### src/rtl/bus_pkg.sv
// Shared types and constants for the STB/WE/ACK bus initiator.
package bus_pkg;

    typedef enum logic [1:0] {
        IDLE = 2'd0,
        REQ  = 2'd1,
        OUT  = 2'd2,
        DONE = 2'd3
    } busState_t;

    localparam int ADDR_STRIDE = 4;
    localparam int MAX_BURST   = 16;

endpackage

### src/rtl/bus_ack_timer.sv
// Loadable down-counter watching how long a strobe waits for an acknowledge.
module bus_ack_timer #(
    parameter int CNT_W = 8
) (
    input  logic             clk,
    input  logic             rst,
    input  logic             load,
    input  logic [CNT_W-1:0] loadVal,
    input  logic             dec,
    output logic             expired
);

    logic [CNT_W-1:0] cnt;

    always_ff @(posedge clk) begin
        if (rst) begin
            cnt <= '0;
        end else if (load) begin
            cnt <= loadVal;
        end else if (dec && (cnt != '0)) begin
            cnt <= cnt - 1'b1;
        end
    end

    // Expires in the last allowed cycle so the strobe lasts exactly loadVal cycles.
    assign expired = (cnt == CNT_W'(1));

endmodule

### src/rtl/bus_rd_master.sv
// Single-command bus initiator: one write or a 1..16 word read burst per command.
// Define BUS_RD_MASTER_TIMEOUT_EN to compile in the acknowledge watchdog.
module bus_rd_master #(
    parameter int ADDR_W  = 32,
    parameter int DATA_W  = 32,
    parameter int TIMEOUT = 15
) (
    input  logic              iCLK,
    input  logic              iRST,
    input  logic              iCMD_VLD,
    output logic              oCMD_RDY,
    input  logic              iCMD_WE,
    input  logic [ADDR_W-1:0] iCMD_ADR,
    input  logic [3:0]        iCMD_LEN,
    input  logic [DATA_W-1:0] iCMD_WDAT,
    output logic [ADDR_W-1:0] oADR,
    output logic [DATA_W-1:0] oDAT,
    input  logic [DATA_W-1:0] iDAT,
    output logic              oSTB,
    output logic              oWE,
    input  logic              iACK,
    output logic              oRD_VLD,
    output logic [DATA_W-1:0] oRD_DAT,
    input  logic              iRD_RDY,
    output logic              oDONE,
    output logic              oERR
);
    import bus_pkg::*;

    busState_t         state, stateNext;
    logic [ADDR_W-1:0] baseAdr;
    logic [ADDR_W-1:0] beatAdr;
    logic [3:0]        lenReg;
    logic [3:0]        idx;
    logic              weReg;
    logic [DATA_W-1:0] wdatReg;
    logic [DATA_W-1:0] rdDatReg;
    logic              accept;
    logic              ackExpired;

    assign accept  = (state == IDLE) && iCMD_VLD;
    assign beatAdr = baseAdr + ADDR_W'(idx) * ADDR_W'(ADDR_STRIDE);

    always_comb begin
        stateNext = state;
        case (state)
            IDLE: if (iCMD_VLD) stateNext = REQ;
            // An acknowledge in the expiry cycle still completes the beat normally.
            REQ: begin
                if (iACK) begin
                    stateNext = weReg ? DONE : OUT;
                end else if (ackExpired) begin
                    stateNext = DONE;
                end
            end
            OUT:  if (iRD_RDY) stateNext = (idx == lenReg) ? DONE : REQ;
            DONE: stateNext = IDLE;
            default: stateNext = IDLE;
        endcase
    end

    always_ff @(posedge iCLK) begin
        if (iRST) begin
            state    <= IDLE;
            baseAdr  <= '0;
            lenReg   <= '0;
            idx      <= '0;
            weReg    <= 1'b0;
            wdatReg  <= '0;
            rdDatReg <= '0;
        end else begin
            state <= stateNext;
            if (accept) begin
                baseAdr <= iCMD_ADR;
                lenReg  <= iCMD_LEN;
                weReg   <= iCMD_WE;
                wdatReg <= iCMD_WDAT;
                idx     <= '0;
            end
            if ((state == REQ) && iACK && !weReg) begin
                rdDatReg <= iDAT;
            end
            if ((state == OUT) && iRD_RDY && (idx != lenReg)) begin
                idx <= idx + 1'b1;
            end
        end
    end

`ifdef BUS_RD_MASTER_TIMEOUT_EN
    logic errReg;

    bus_ack_timer #(
        .CNT_W(8)
    ) uAckTimer (
        .clk    (iCLK),
        .rst    (iRST),
        .load   (state != REQ),
        .loadVal(8'(TIMEOUT)),
        .dec    (state == REQ),
        .expired(ackExpired)
    );

    always_ff @(posedge iCLK) begin
        if (iRST) begin
            errReg <= 1'b0;
        end else begin
            errReg <= (state == REQ) && !iACK && ackExpired;
        end
    end

    assign oERR = (state == DONE) && errReg;
`else
    logic unusedTimeout;

    assign unusedTimeout = |8'(TIMEOUT);
    assign ackExpired    = 1'b0;
    assign oERR          = 1'b0;
`endif

    assign oCMD_RDY = (state == IDLE);
    assign oSTB     = (state == REQ);
    assign oWE      = (state == REQ) && weReg;
    assign oADR     = (state == REQ) ? beatAdr : '0;
    assign oDAT     = ((state == REQ) && weReg) ? wdatReg : '0;
    assign oRD_VLD  = (state == OUT);
    assign oRD_DAT  = rdDatReg;
    assign oDONE    = (state == DONE);

endmodule

### config.mk
export PLATFORM = sky130hd
export DESIGN_NAME = bus_rd_master
export DESIGN_NICKNAME = d
export VERILOG_FILES = /design/src/rtl/bus_pkg.sv /design/src/rtl/bus_ack_timer.sv /design/src/rtl/bus_rd_master.sv
export SDC_FILE = /design/constraint.sdc
export NUM_CORES = 1
export LEC_CHECK = 0
export ABC_AREA = 1
export ABC_CLOCK_PERIOD_IN_PS = 1700
export BUFFER_PORTS_ARGS = -buffer_cell sky130_fd_sc_hd__buf_4
export CORE_UTILIZATION = 35
export CTS_BUF_LIST = sky130_fd_sc_hd__clkbuf_16
export DETAILED_ROUTE_END_ITERATION = 12
export PLACE_DENSITY = 0.63
export SLEW_MARGIN = 10
export SYNTH_ARGS = -nofsm -noshare
export SYNTH_HDL_FRONTEND = slang
export SYNTH_SLANG_ARGS = --single-unit
### constraint.sdc
create_clock -name iCLK -period 1.7 [get_ports iCLK]
set_input_delay 0 -clock iCLK [delete_from_list [all_inputs] [get_ports iCLK]]
set_output_delay 0 -clock iCLK [all_outputs]
set_load 0.005 [all_outputs]
* Yosys cells after proc, flatten, opt, wreduce, memory -nomap -nowiden
Index checks and enable logic that the tools add are counted.
Word-level totals: bits in registers 107, bits in latches 0, bits in writable memories 0, ROM bits 0, input port bits 106, logic and storage cells 37, memories 0
Operators by class: add/sub/neg operators 2, multiply operators 0, divide/modulo/power cells 0, order comparisons 0, equality and inequality tests 8, shifts and indexed selects 0, mux-type cells 10, bitwise gates (word level) 0, reduce and logical (&&, ||, !) cells 10
Operator list (number):
- $mux 32 | 2
- $add 32x6->32 | 1
- $mux 2 | 4
- $mux 4 | 2
- $pmux 2 s4 | 1
- $logic_and 1x1->1 | 6
- $add 4x1->4 const B | 1
- $eq 2x2->1 const B | 2
- $eq 4x4->1 | 1
- $ne 2x1->1 const B | 2
- $ne 4x4->1 | 1
- $reduce_and 3->1 | 1
- $eq 2x1->1 const B | 1
- $logic_not 2->1 | 1
- $ne 2x2->1 const B | 1
- $reduce_bool 2->1 | 1
- $logic_not 1->1 | 1
- $mux 1 | 1

* Logic depth before layout (Yosys ltp)
Gate-level depths: netlist (run 1).
word-level depth 4, depth in mapped cells 12

* Worst setup path before layout (run 1)
No wires, ideal clock.
kind register to output, start register idx[0], end output port oADR[18], arrival time 1.721 ns, required time 1.700 ns, slack -0.021 ns, cell stages (with the launch flop) 9, cell sequence dfxtp_1 ha_1 inv_1 fa_1 o21ai_0 nand2_1 o21ai_0 nand2_1 nor2_1
On the way: word-level cells in the longest chain between the ends 2
Ends and longest elaborated chain:
- start: declaration | line bus_rd_master.sv:34 | logic [3:0] idx;
- start signal: assignment | line bus_rd_master.sv:84 | idx <= idx + 1'b1;
- $add 32x6->32 | line bus_rd_master.sv:42 | assign beatAdr = baseAdr + ADDR_W'(idx) * ADDR_W'(ADDR_STRIDE);
- $mux 32 | line bus_rd_master.sv:123 | assign oADR = (state == REQ) ? beatAdr : '0;
- end: declaration | line bus_rd_master.sv:16 | output logic [ADDR_W-1:0] oADR,
No other way between the ends.

* Worst setup path after layout (run 1)
start register baseAdr[2], end output port oADR[16]
On the way: word-level cells in the longest chain between the ends 2
Ends and longest elaborated chain:
- start: declaration | line bus_rd_master.sv:31 | logic [ADDR_W-1:0] baseAdr;
- start signal: assignment | line bus_rd_master.sv:74 | baseAdr <= iCMD_ADR;
- $add 32x6->32 | line bus_rd_master.sv:42
- $mux 32 | line bus_rd_master.sv:123
No other way between the ends.

==> results of run 1 <==
critical path: cells and delay by family (launching register included):
family                     cells  cell delay, ns
and+or+nand+nor                3            0.31
DFF                            1            0.36
buffers and inverters          4            0.43
adders and majority gates      2            0.50
AOI/OAI and AO/OA              1            0.15
per-layer routing:
layer  up-vias  part of all wire (%)  global-route usage [%]
met3        32                   5.7                    4.81
met4         0                   2.5                    9.52
li1       3136                     -                       -
met5         -                     0                       0
met1      2761                    41                    26.9
met2       193                    51                    41.3
worst max-delay path by stage:
stage,to,cells after the start
after global routing,oADR[30],13
after CTS,oADR[30],13
final,oADR[16],10
after global placement,oADR[24],13
after floorplan,oADR[24],12
after detailed placement,oADR[24],13
logic make-up after synthesis:
kind of cell	count (synthesis)	share of synthesized area [%]
flops	107	41.0
xor+xnor	4	0.670
simple gates	362	27.6
fa+ha+maj	6	1.58
other cells	1	0.0718
buf+inv	126	10.1
compound gates	183	19.1
timing repair:
item                                    in CTS  in global routing
pin swaps                                   24                 30
hold buffers                               101                  0
setup buffers                                8                  5
endpoints found under the hold margin      105                  0
resized for setup                           78                 48
cloned                                       1                  0
endpoints found under the setup margin      28                 30
final cells by class:
| class | count | area [um^2] | area share, % |
|---|---|---|---|
| timing repair buffer | 349 | 2990 | 33.2 |
| clock buffer | 9 | 225 | 2.51 |
| tap | 184 | 230 | 2.56 |
| antenna | 1 | 2.50 | 0.0278 |
| multi-input combinational | 556 | 2960 | 33.0 |
| inverter | 86 | 323 | 3.59 |
| clock inverter | 7 | 100 | 1.11 |
| sequential | 107 | 2160 | 24.0 |
registers in the layout (all words and copies together) (netlist names):
signal   cells
idx          4
wdatReg     32
weReg        1
oRD_DAT     32
baseAdr     32
state        2
lenReg       4
per-stage QoR:
| stage | util, % | cell area [um^2] |
|---|---|---|
| 3_3_place_gp | 49.0 | 7120 |
| 2_1_floorplan | - | 5230 |
| 4_1_cts | 60.8 | 8840 |
| 5_1_grt | 61.8 | 8990 |
| 3_5_place_dp | 49.0 | 7120 |
| 6_report | 61.8 | 8990 |
cell usage after synthesis:
cell type / n
fa_1: 1
a21oi_2: 21
inv_1: 82
conb_1: 1
xor2_1: 1
buf_6: 2
nand3b_1: 1
buf_2: 15
buf_1: 1
a21oi_1: 50
nor3_2: 1
nand3_1: 28
nor3_1: 7
nand2_1: 116
o21ai_0: 104
nand4_1: 4
nor3b_1: 1
nor2_1: 198
nand2_2: 2
o21ai_1: 7
buf_4: 5
and2_1: 1
clkbuf_1: 17
nor2_2: 3
a31oi_1: 1
xnor2_1: 3
dfxtp_1: 107
ha_1: 5
inv_2: 4
power groups by stage:
| stage | clock network, mW | registers, mW | logic [mW] |
|---|---|---|---|
| 2_1_floorplan | 0 | 3.18 | 1.26 |
| 3_3_place_gp | 0 | 3.22 | 2.09 |
| 3_5_place_dp | 0 | 3.22 | 2.11 |
| 4_1_cts | 2.35 | 3.19 | 2.37 |
| 5_1_grt | 2.47 | 3.26 | 2.72 |
| 6_report | 2.29 | 3.20 | 2.43 |
==> impl_metrics.py, run 1 <==
metrics = {
    "pwr": {
        "p_total_mw": 7.93,
        "pwr-share-seq_pct": 40.4,
        "p_sw_mw": 2.56,
        "powerDensity_nw_per_um2": 882,
        "p_leak_nw": 3.88,
        "switching_share_pct": 32.3,
        "ir_drop_uv": 453,
        "power_frac_comb_pct": 30.7,
        "internal_power_mw": 5.37,
        "p_clk_share_pct": 28.9,
    },
    "sta": {
        "hold_viol": 0,
        "tightestPinTransition_ns": 0.580,
        "setup_violations": 27,
        "holdWs_ns": 0.0684,
        "maxSlewHeadroom_pct": 61.3,
        "finalMaxSlewViolations": 0,
        "skew_ns": 0.00727,
        "rsz0062_at_grt": "true",
        "setup_ws_ns": -0.395,
        "period_share_pct": 123,
        "tns_ns": -6.76,
        "post-route-min-period_ns": 2.10,
        "timing.fmax_mhz": 477,
    },
    "drt": {
        "drt-pass1-iter-count": 5,
        "final_antenna_net_count": 0,
        "num_vias": 6122,
        "via_per_inst": 4.71,
        "wire_per_inst_um": 13.7,
        "wl_mm": 17.9,
        "drc": 0,
        "drt_iter0_drc": 293,
    },
    "clock_tree": {
        "cts_tree": "yes",
        "numClockSinks": 107,
        "cts_buffers": 9,
        "clk-insertion-delay-late_ns": 0.35,
        "cts_root_buf": "clkbuf_16",
        "cts.htree.levels": 3,
        "path_clk_slew_ns": 0.07,
        "max-clock-path-buffers": 2,
    },
    "worst_setup_path": {
        "start_kind": "register",
        "worstPathArrival_ns": 2.10,
        "reg2reg_setup_slack_ns": 0.21,
        "cp_cell_sequence": "ha_4, inv_2, fa_2, buf_6, o21ai_4, buf_6, nand3_2, nor3_2, nor2_1, buf_4",
        "critPathSlowestCell": "dfxtp_2",
        "endpoint_kind": "primary output",
        "critPathMaxStageDelay_ns": 0.36,
        "worstReg2RegStart": "idx[1]",
        "criticalPathCategory": "reg2out",
        "cp_max_fo": 3,
        "ff2ff_path_depth": 10,
        "startpoint": "baseAdr[2]",
        "cp_common_cell": "buf_6",
        "required_ns": 1.70,
        "timing.rr.end": "idx[1]",
    },
    "layout": {
        "fillers": 1289,
        "final_cell_mix": "buf_4 (232), nor2_1 (187), dlygate4sd3_1 (101), o21ai_0 (95), dfxtp_1 (95)",
        "area_growth_pct": 72.0,
        "layout_commonest_cell": "buf_4",
        "final_cells": 1299,
        "final_nets": 1221,
        "drive_above_1_share_pct": 34.3,
    },
    "hold_path": {
        "min_path_type": "in2reg",
        "holdPathStages": 3,
        "worstHoldStart": "iCMD_ADR[16]",
        "holdPathEnd": "baseAdr[16]",
    },
    "status": {
        "status": "complete, but fails checks",
        "violations": "setup timing",
    },
    "placement": {
        "dp_cells": 1172,
        "pre_cts_slack_ns": -0.246,
        "port_buffers": 206,
        "place_congestion": 0.871,
        "hpwlAfterDp_mm": 11.6,
    },
    "global_route": {
        "antenna_found_initial": 1,
        "grt_pass1_wl_mm": 27.7,
        "grtUsageTotal_pct": 23.2,
        "overflow": 0,
        "grt_start_max_net_pins": 70,
        "grt_pass1_vias": 5766,
    },
    "synth": {
        "synth_area_leaders": "dfxtp_1 (41%), nor2_1 (14%), o21ai_0 (10%)",
        "avgSynthCellArea_um2": 6.62,
        "synth.yosys.warnings": 0,
        "synth_top_cell_by_area": "dfxtp_1",
        "yosys.area.top_type_share_pct": 41.0,
        "syn_inst": 789,
        "synth_area_um2": 5230,
        "seq_area_frac_synth_pct": 41.0,
        "synth.distinct_cells": 29,
        "ys_ff_latch": 107,
        "synth.net_count": 901,
    },
    "die": {
        "start_util_pct": 36.0,
        "rows": 44,
        "core-area_um2": 14500,
        "die_w_um": 124,
        "die_y_um": 124,
        "die_area_um2": 15400,
        "io_pins": 208,
    },
    "flow_run": {
        "cap_violations": 0,
    },
}
Note: power is estimated with default switching activity, not from simulation.
==> run 2: changes to the inputs <==
- ABC_CLOCK_PERIOD_IN_PS: 1700 -> 1800
- CTS_BUF_LIST: sky130_fd_sc_hd__clkbuf_16 -> sky130_fd_sc_hd__clkbuf_8
- PLACE_DENSITY: 0.63 -> 0.61
- clock period: 1.7 -> 1.8 ns (I/O delays scaled with it)
==> run 2 against run 1 <==
Against the previous run: the run still ends with setup timing left; cell area shrank 3.3%; flip-flop and latch count stayed put; sequential power fell by 6%; sequential share of layout area increased by 0.88 points; critical endpoint unchanged.
==> impl_metrics.py, run 2 (synthesis gave the netlist of run 1 again) <==
metrics = {
    "status": {
        "status": "complete, but fails checks",
        "violations": "setup timing",
    },
    "clock_tree": {
        "cts_root_buf": "clkbuf_8",
        "cts.htree.levels": 3,
        "numClockSinks": 107,
        "clk-insertion-delay-late_ns": 0.38,
        "cts_tree": "yes",
        "path_clk_slew_ns": 0.11,
        "max-clock-path-buffers": 2,
        "cts_buffers": 9,
    },
    "sta": {
        "timing.fmax_mhz": 477,
        "finalMaxSlewViolations": 0,
        "tns_ns": -3.58,
        "period_share_pct": 116,
        "setup_ws_ns": -0.295,
        "rsz0062_at_grt": "true",
        "hold_viol": 0,
        "maxSlewHeadroom_pct": 60.2,
        "post-route-min-period_ns": 2.09,
        "skew_ns": 0.00883,
        "setup_violations": 24,
        "tightestPinTransition_ns": 0.596,
    },
    "pwr": {
        "p_leak_nw": 3.76,
        "powerDensity_nw_per_um2": 773,
        "switching_share_pct": 34.9,
        "ir_drop_uv": 619,
        "internal_power_mw": 4.37,
        "pwr-share-seq_pct": 44.8,
        "p_clk_share_pct": 21.6,
        "power_frac_comb_pct": 33.5,
        "p_sw_mw": 2.35,
    },
    "global_route": {
        "grt_start_max_net_pins": 57,
        "grtUsageTotal_pct": 22.6,
        "overflow": 0,
        "antenna_found_initial": 0,
        "grt_pass1_wl_mm": 27.2,
        "grt_pass1_vias": 5738,
    },
    "worst_setup_path": {
        "start_kind": "register",
        "cp_cell_sequence": "ha_4, inv_2, fa_2, buf_4, o21ai_4, buf_6, nand3_1, nor3_2, nor2_1, buf_4",
        "endpoint_kind": "primary output",
        "cp_common_cell": "buf_4",
        "criticalPathCategory": "reg2out",
        "critPathSlowestCell": "dfxtp_2",
        "required_ns": 1.80,
        "worstPathArrival_ns": 2.09,
        "cp_max_fo": 3,
        "critPathMaxStageDelay_ns": 0.36,
    },
    "die": {
        "start_util_pct": 36.0,
        "die_area_um2": 15400,
        "die_w_um": 124,
        "io_pins": 208,
        "rows": 44,
        "core-area_um2": 14500,
        "die_y_um": 124,
    },
    "layout": {
        "layout_commonest_cell": "buf_4",
        "final_nets": 1212,
        "antenna_cells": 0,
        "area_growth_pct": 66.2,
        "drive_above_1_share_pct": 32.3,
        "final_cell_mix": "buf_4 (228), nor2_1 (187), dlygate4sd3_1 (103), o21ai_0 (97), nand2_1 (96)",
        "final_util_pct": 59.8,
    },
    "drt": {
        "drc": 0,
        "via_per_inst": 4.64,
        "num_vias": 5985,
        "final_antenna_net_count": 0,
        "drt-pass1-iter-count": 5,
        "wl_mm": 17.4,
        "wire_per_inst_um": 13.5,
        "drt_iter0_drc": 349,
    },
    "hold_path": {
        "min_path_type": "in2reg",
    },
    "placement": {
        "pre_cts_slack_ns": -0.160,
        "place_congestion": 0.869,
        "hpwlAfterDp_mm": 11.5,
        "port_buffers": 206,
    },
    "flow_run": {
        "cap_violations": 0,
    },
}
[run 2: layout make-up]
cell class                      count  area [um^2]
Multi-Input combinational cell    557         2930
Inverter                           86          325
Tap cell                          184          230
Clock inverter                      6         50.0
Sequential cell                   107         2160
Timing Repair Buffer              339         2850
Fill cell                        1346         5850
Clock buffer                       10          138
[run 2: worst paths after layout]
| path | cells past startpoint | start | slack, ns | end |
|---|---|---|---|---|
| max reg2reg | 5 | state[1] | 0.21 | lenReg[0] |
| max | 10 | idx[0] | -0.29 | oADR[16] |
| min | 4 | iCMD_VLD | 0.04 | weReg |
| min reg2reg | 2 | wdatReg[9] | 0.46 | wdatReg[9] |
[run 2: critical path, delay by kind of cell, from the launching register on]
family | cells | cell delay [ns]
AO/OA/AOI/OAI | 1 | 0.15
adder cells (fa/ha/maj) | 2 | 0.49
AND/OR/NAND/NOR | 3 | 0.26
flip-flops | 1 | 0.36
buffers and inverters | 4 | 0.45
[run 2: layer usage]
layer	share of wire [%]	vias up	GRT usage, %
met1	41	2657	25.5
met2	51	185	40.8
met5	0	-	0
li1	-	3123	-
met4	1.6	0	7.07
met3	6.2	20	6.41
[run 2: per-stage QoR]
step / total power, mW / cells / instance area [um^2] / hold WS, ns
6_report: 6.72 / 1289 / 8690 / 0.0394
4_1_cts: 6.75 / 1289 / 8620 / 0.0236
2_1_floorplan: 4.19 / 789 / 5230 / 0.0691
3_3_place_gp: 4.98 / 1164 / 7020 / 0.233
3_5_place_dp: 5.00 / 1164 / 7020 / 0.234
5_1_grt: 7.20 / 1289 / 8690 / 0.0433
[run 2: timing repair]
| action | in CTS | in global routing |
|---|---|---|
| pin swaps | 29 | 11 |
| hold buffers | 103 | 0 |
| gates resized for setup | 92 | 21 |
| setup endpoints to repair | 28 | 28 |
| gates cloned | 1 | 0 |
| endpoints found under the hold margin | 106 | 0 |
| buffers inserted | 6 | 0 |
[run 2: power groups by stage]
stage	clock (mW)	combinational (mW)	sequential, mW
after floorplan	0	1.19	3.00
after global placement	0	1.95	3.04
after detailed placement	0	1.96	3.04
after CTS	1.51	2.23	3.01
after global routing	1.61	2.53	3.07
final	1.45	2.25	3.01
==> run 3: changes to the inputs <==
- ABC_AREA: 1 -> unset
- PLACE_DENSITY: 0.61 -> 0.62
==> run 3 against run 2 <==
Against the previous run: the flow still finishes with violations (setup timing); critical endpoint is now oADR[22]; combinational power decreased by 50%; clock skew increased by 0.0096 ns; first-iteration DRC count fell by 1.1%; highest routed layer unchanged; register-to-register slack improved by 0.05 ns.
==> impl_metrics.py, run 3 <==
metrics = {
    "synth": {
        "syn_inst": 660,
        "synth.distinct_cells": 38,
        "yosys.area.top_type_share_pct": 43.9,
        "synthArstFlopShare_pct": 0,
        "avgSynthCellArea_um2": 7.40,
        "seq_area_frac_synth_pct": 43.9,
        "synth_area_um2": 4880,
        "synth_ff_type": "dfxtp_1",
        "synth_edf_count": 0,
        "synth_top_cell_by_area": "dfxtp_1",
        "ys_ff_latch": 107,
        "ys_top_cells_by_count": "nand2_1 (220), a21oi_1 (108), dfxtp_1 (107), and3_1 (37), clkbuf_1 (35)",
        "synth.most_common_cell": "nand2_1",
        "synth.net_count": 772,
        "synth_area_leaders": "dfxtp_1 (44%), nand2_1 (17%), a21oi_1 (11%)",
        "synth.yosys.warnings": 0,
    },
    "worst_setup_path": {
        "critical-path-top-delay-family": "adder cells",
        "worstPathArrival_ns": 2.27,
        "reg2reg_setup_slack_ns": 0.26,
        "cp_cell_sequence": "ha_4, inv_2, fa_2, nor2b_4, o21ai_4, a21oi_4, buf_12, buf_4, buf_4, a31o_2, buf_6",
        "criticalPathCategory": "reg2out",
        "start_kind": "register",
        "ff2ff_path_depth": 7,
        "worstReg2RegStart": "state[0]",
        "endpoint_kind": "primary output",
        "required_ns": 1.80,
        "timing.rr.end": "oRD_DAT[26]",
        "critPathSlowestCell": "dfxtp_2",
        "critPathMaxStageDelay_ns": 0.36,
        "cp_common_cell": "buf_4",
        "cp_max_fo": 7,
        "cp_num_buf_inv": 5,
    },
    "clock_tree": {
        "cts_root_buf": "clkbuf_8",
        "cts_buffers": 9,
        "numClockSinks": 107,
        "path_clk_slew_ns": 0.09,
        "clk-insertion-delay-late_ns": 0.38,
        "cts_tree": "yes",
        "max-clock-path-buffers": 2,
        "cts.htree.levels": 3,
    },
    "status": {
        "violations": "setup timing",
        "status": "complete, but fails checks",
    },
    "layout": {
        "final_nets": 1087,
        "seq_area_um2": 2160,
        "antenna_cells": 0,
        "final_cells": 1156,
        "multi_input_area_um2": 2710,
        "drive_above_1_share_pct": 32.0,
        "fillers": 1152,
        "area_growth_pct": 69.2,
        "final_cell_mix": "buf_4 (240), nand2_1 (217), a21oi_1 (104), dlygate4sd3_1 (103), dfxtp_1 (97)",
        "layout_commonest_cell": "buf_4",
    },
    "global_route": {
        "overflow": 0,
        "grt_start_max_net_pins": 67,
        "grtUsageTotal_pct": 22.9,
        "antenna_found_initial": 0,
        "grt_pass1_wl_mm": 26.6,
        "grt_pass1_vias": 5695,
    },
    "die": {
        "die_area_um2": 14400,
        "core-area_um2": 13400,
        "die_w_um": 120,
        "start_util_pct": 36.4,
        "rows": 42,
        "io_pins": 208,
        "die_y_um": 120,
    },
    "sta": {
        "rsz0062_at_grt": "true",
        "setup_violations": 26,
        "timing.fmax_mhz": 440,
        "post-route-min-period_ns": 2.27,
        "setup_ws_ns": -0.474,
        "hold_viol": 0,
        "skew_ns": 0.0184,
        "period_share_pct": 126,
        "finalMaxSlewViolations": 0,
    },
    "drt": {
        "drc": 0,
        "drt-pass1-iter-count": 4,
        "wl_mm": 16.7,
        "num_vias": 5601,
        "final_antenna_net_count": 0,
        "via_per_inst": 4.85,
        "wire_per_inst_um": 14.4,
        "drt_iter0_drc": 345,
    },
    "placement": {
        "dp_cells": 1029,
        "port_buffers": 206,
        "hpwlAfterDp_mm": 10.6,
        "place_congestion": 0.864,
        "pre_cts_slack_ns": -0.210,
    },
    "hold_path": {
        "holdPathEnd": "idx[0]",
        "min_path_type": "in2reg",
        "holdPathStages": 2,
        "worstHoldStart": "iRST",
    },
    "pwr": {
        "p_leak_nw": 3.62,
        "ir_drop_uv": 380,
        "powerDensity_nw_per_um2": 618,
    },
    "flow_run": {
        "cap_violations": 0,
    },
}
[run 3: changes by cell type after synthesis, moves of 8 or more]
cell	before	now
and3_1	0	37
nand4_1	4	13
a21oi_2	21	0
inv_1	82	5
nand2_1	116	220
nor2_1	198	31
clkbuf_1	17	35
xor2_1	1	13
a21oi_1	50	108
nand3_1	28	9
o21ai_0	104	3
xnor2_1	3	11
[run 3: layout make-up]
class / instances / area share [%]
repair buffers: 352 / 35.9
clock buffers: 9 / 1.50
multi-input cells: 499 / 32.8
inverters: 6 / 0.333
flip-flops and latches: 107 / 26.1
well taps: 176 / 2.66
clock inverters: 7 / 0.621
[run 3: where the power goes]
part,switching (mW),internal [mW],total [mW]
registers,0.0986,2.51,2.61
clock network,0.862,0.511,1.37
logic,0.534,0.586,1.12
[run 3: how the worst max path moves through the flow]
| stage | endpoint | startpoint | cells past startpoint | slack [ns] |
|---|---|---|---|---|
| floorplan | oADR[28] | idx[0] | 8 | 0.02 |
| global placement | oADR[28] | baseAdr[2] | 9 | -0.18 |
| detailed placement | oADR[28] | baseAdr[2] | 9 | -0.21 |
| CTS | oADR[28] | baseAdr[2] | 10 | -0.45 |
| global route | oADR[24] | idx[0] | 10 | -0.58 |
| finish | oADR[22] | baseAdr[2] | 11 | -0.47 |
[run 3: cell families (layout without fill, tap and decap cells)]
kind of cell,Yosys count,count (layout),share of synthesized area [%]
and+or+nand+nor,337,337,30.5
AOI/OAI and AO/OA,125,125,13.7
DFF,107,107,43.9
buffers and inverters,54,374,4.64
xor gates and xnor gates,24,24,4.30
adders and majority gates,6,6,1.69
muxes,6,6,1.26
other,1,1,0.0768
[run 3: routing by layer]
| layer | GRT usage, % | up-vias | share of wire [%] |
|---|---|---|---|
| met5 | 0 | - | 0 |
| met4 | 7.66 | 0 | 1.5 |
| met3 | 4.52 | 22 | 4.9 |
| met2 | 42.4 | 165 | 52 |
| met1 | 26.0 | 2611 | 41 |
| li1 | - | 2803 | - |
[run 3: what timing repair did]
action,CTS,global route
cloned,0,0
setup buffers,4,5
hold endpoints to repair,103,0
setup endpoints to repair,28,27
hold buffers,103,0
pin swaps,23,12
resized for setup,37,18
[run 3: metrics by stage]
stage	utilization [%]	cell area (um^2)	hold WS (ns)	setup TNS (ns)	total power, mW
after floorplan	-	4890	0.136	0	3.10
after global placement	50.4	6760	0.248	-1.57	3.53
after global routing	61.7	8260	0.0785	-11.17	5.38
after detailed placement	50.4	6760	0.257	-1.81	3.56
final	61.7	8260	0.0778	-8.34	5.11
after CTS	60.8	8150	0.0585	-8.24	5.12
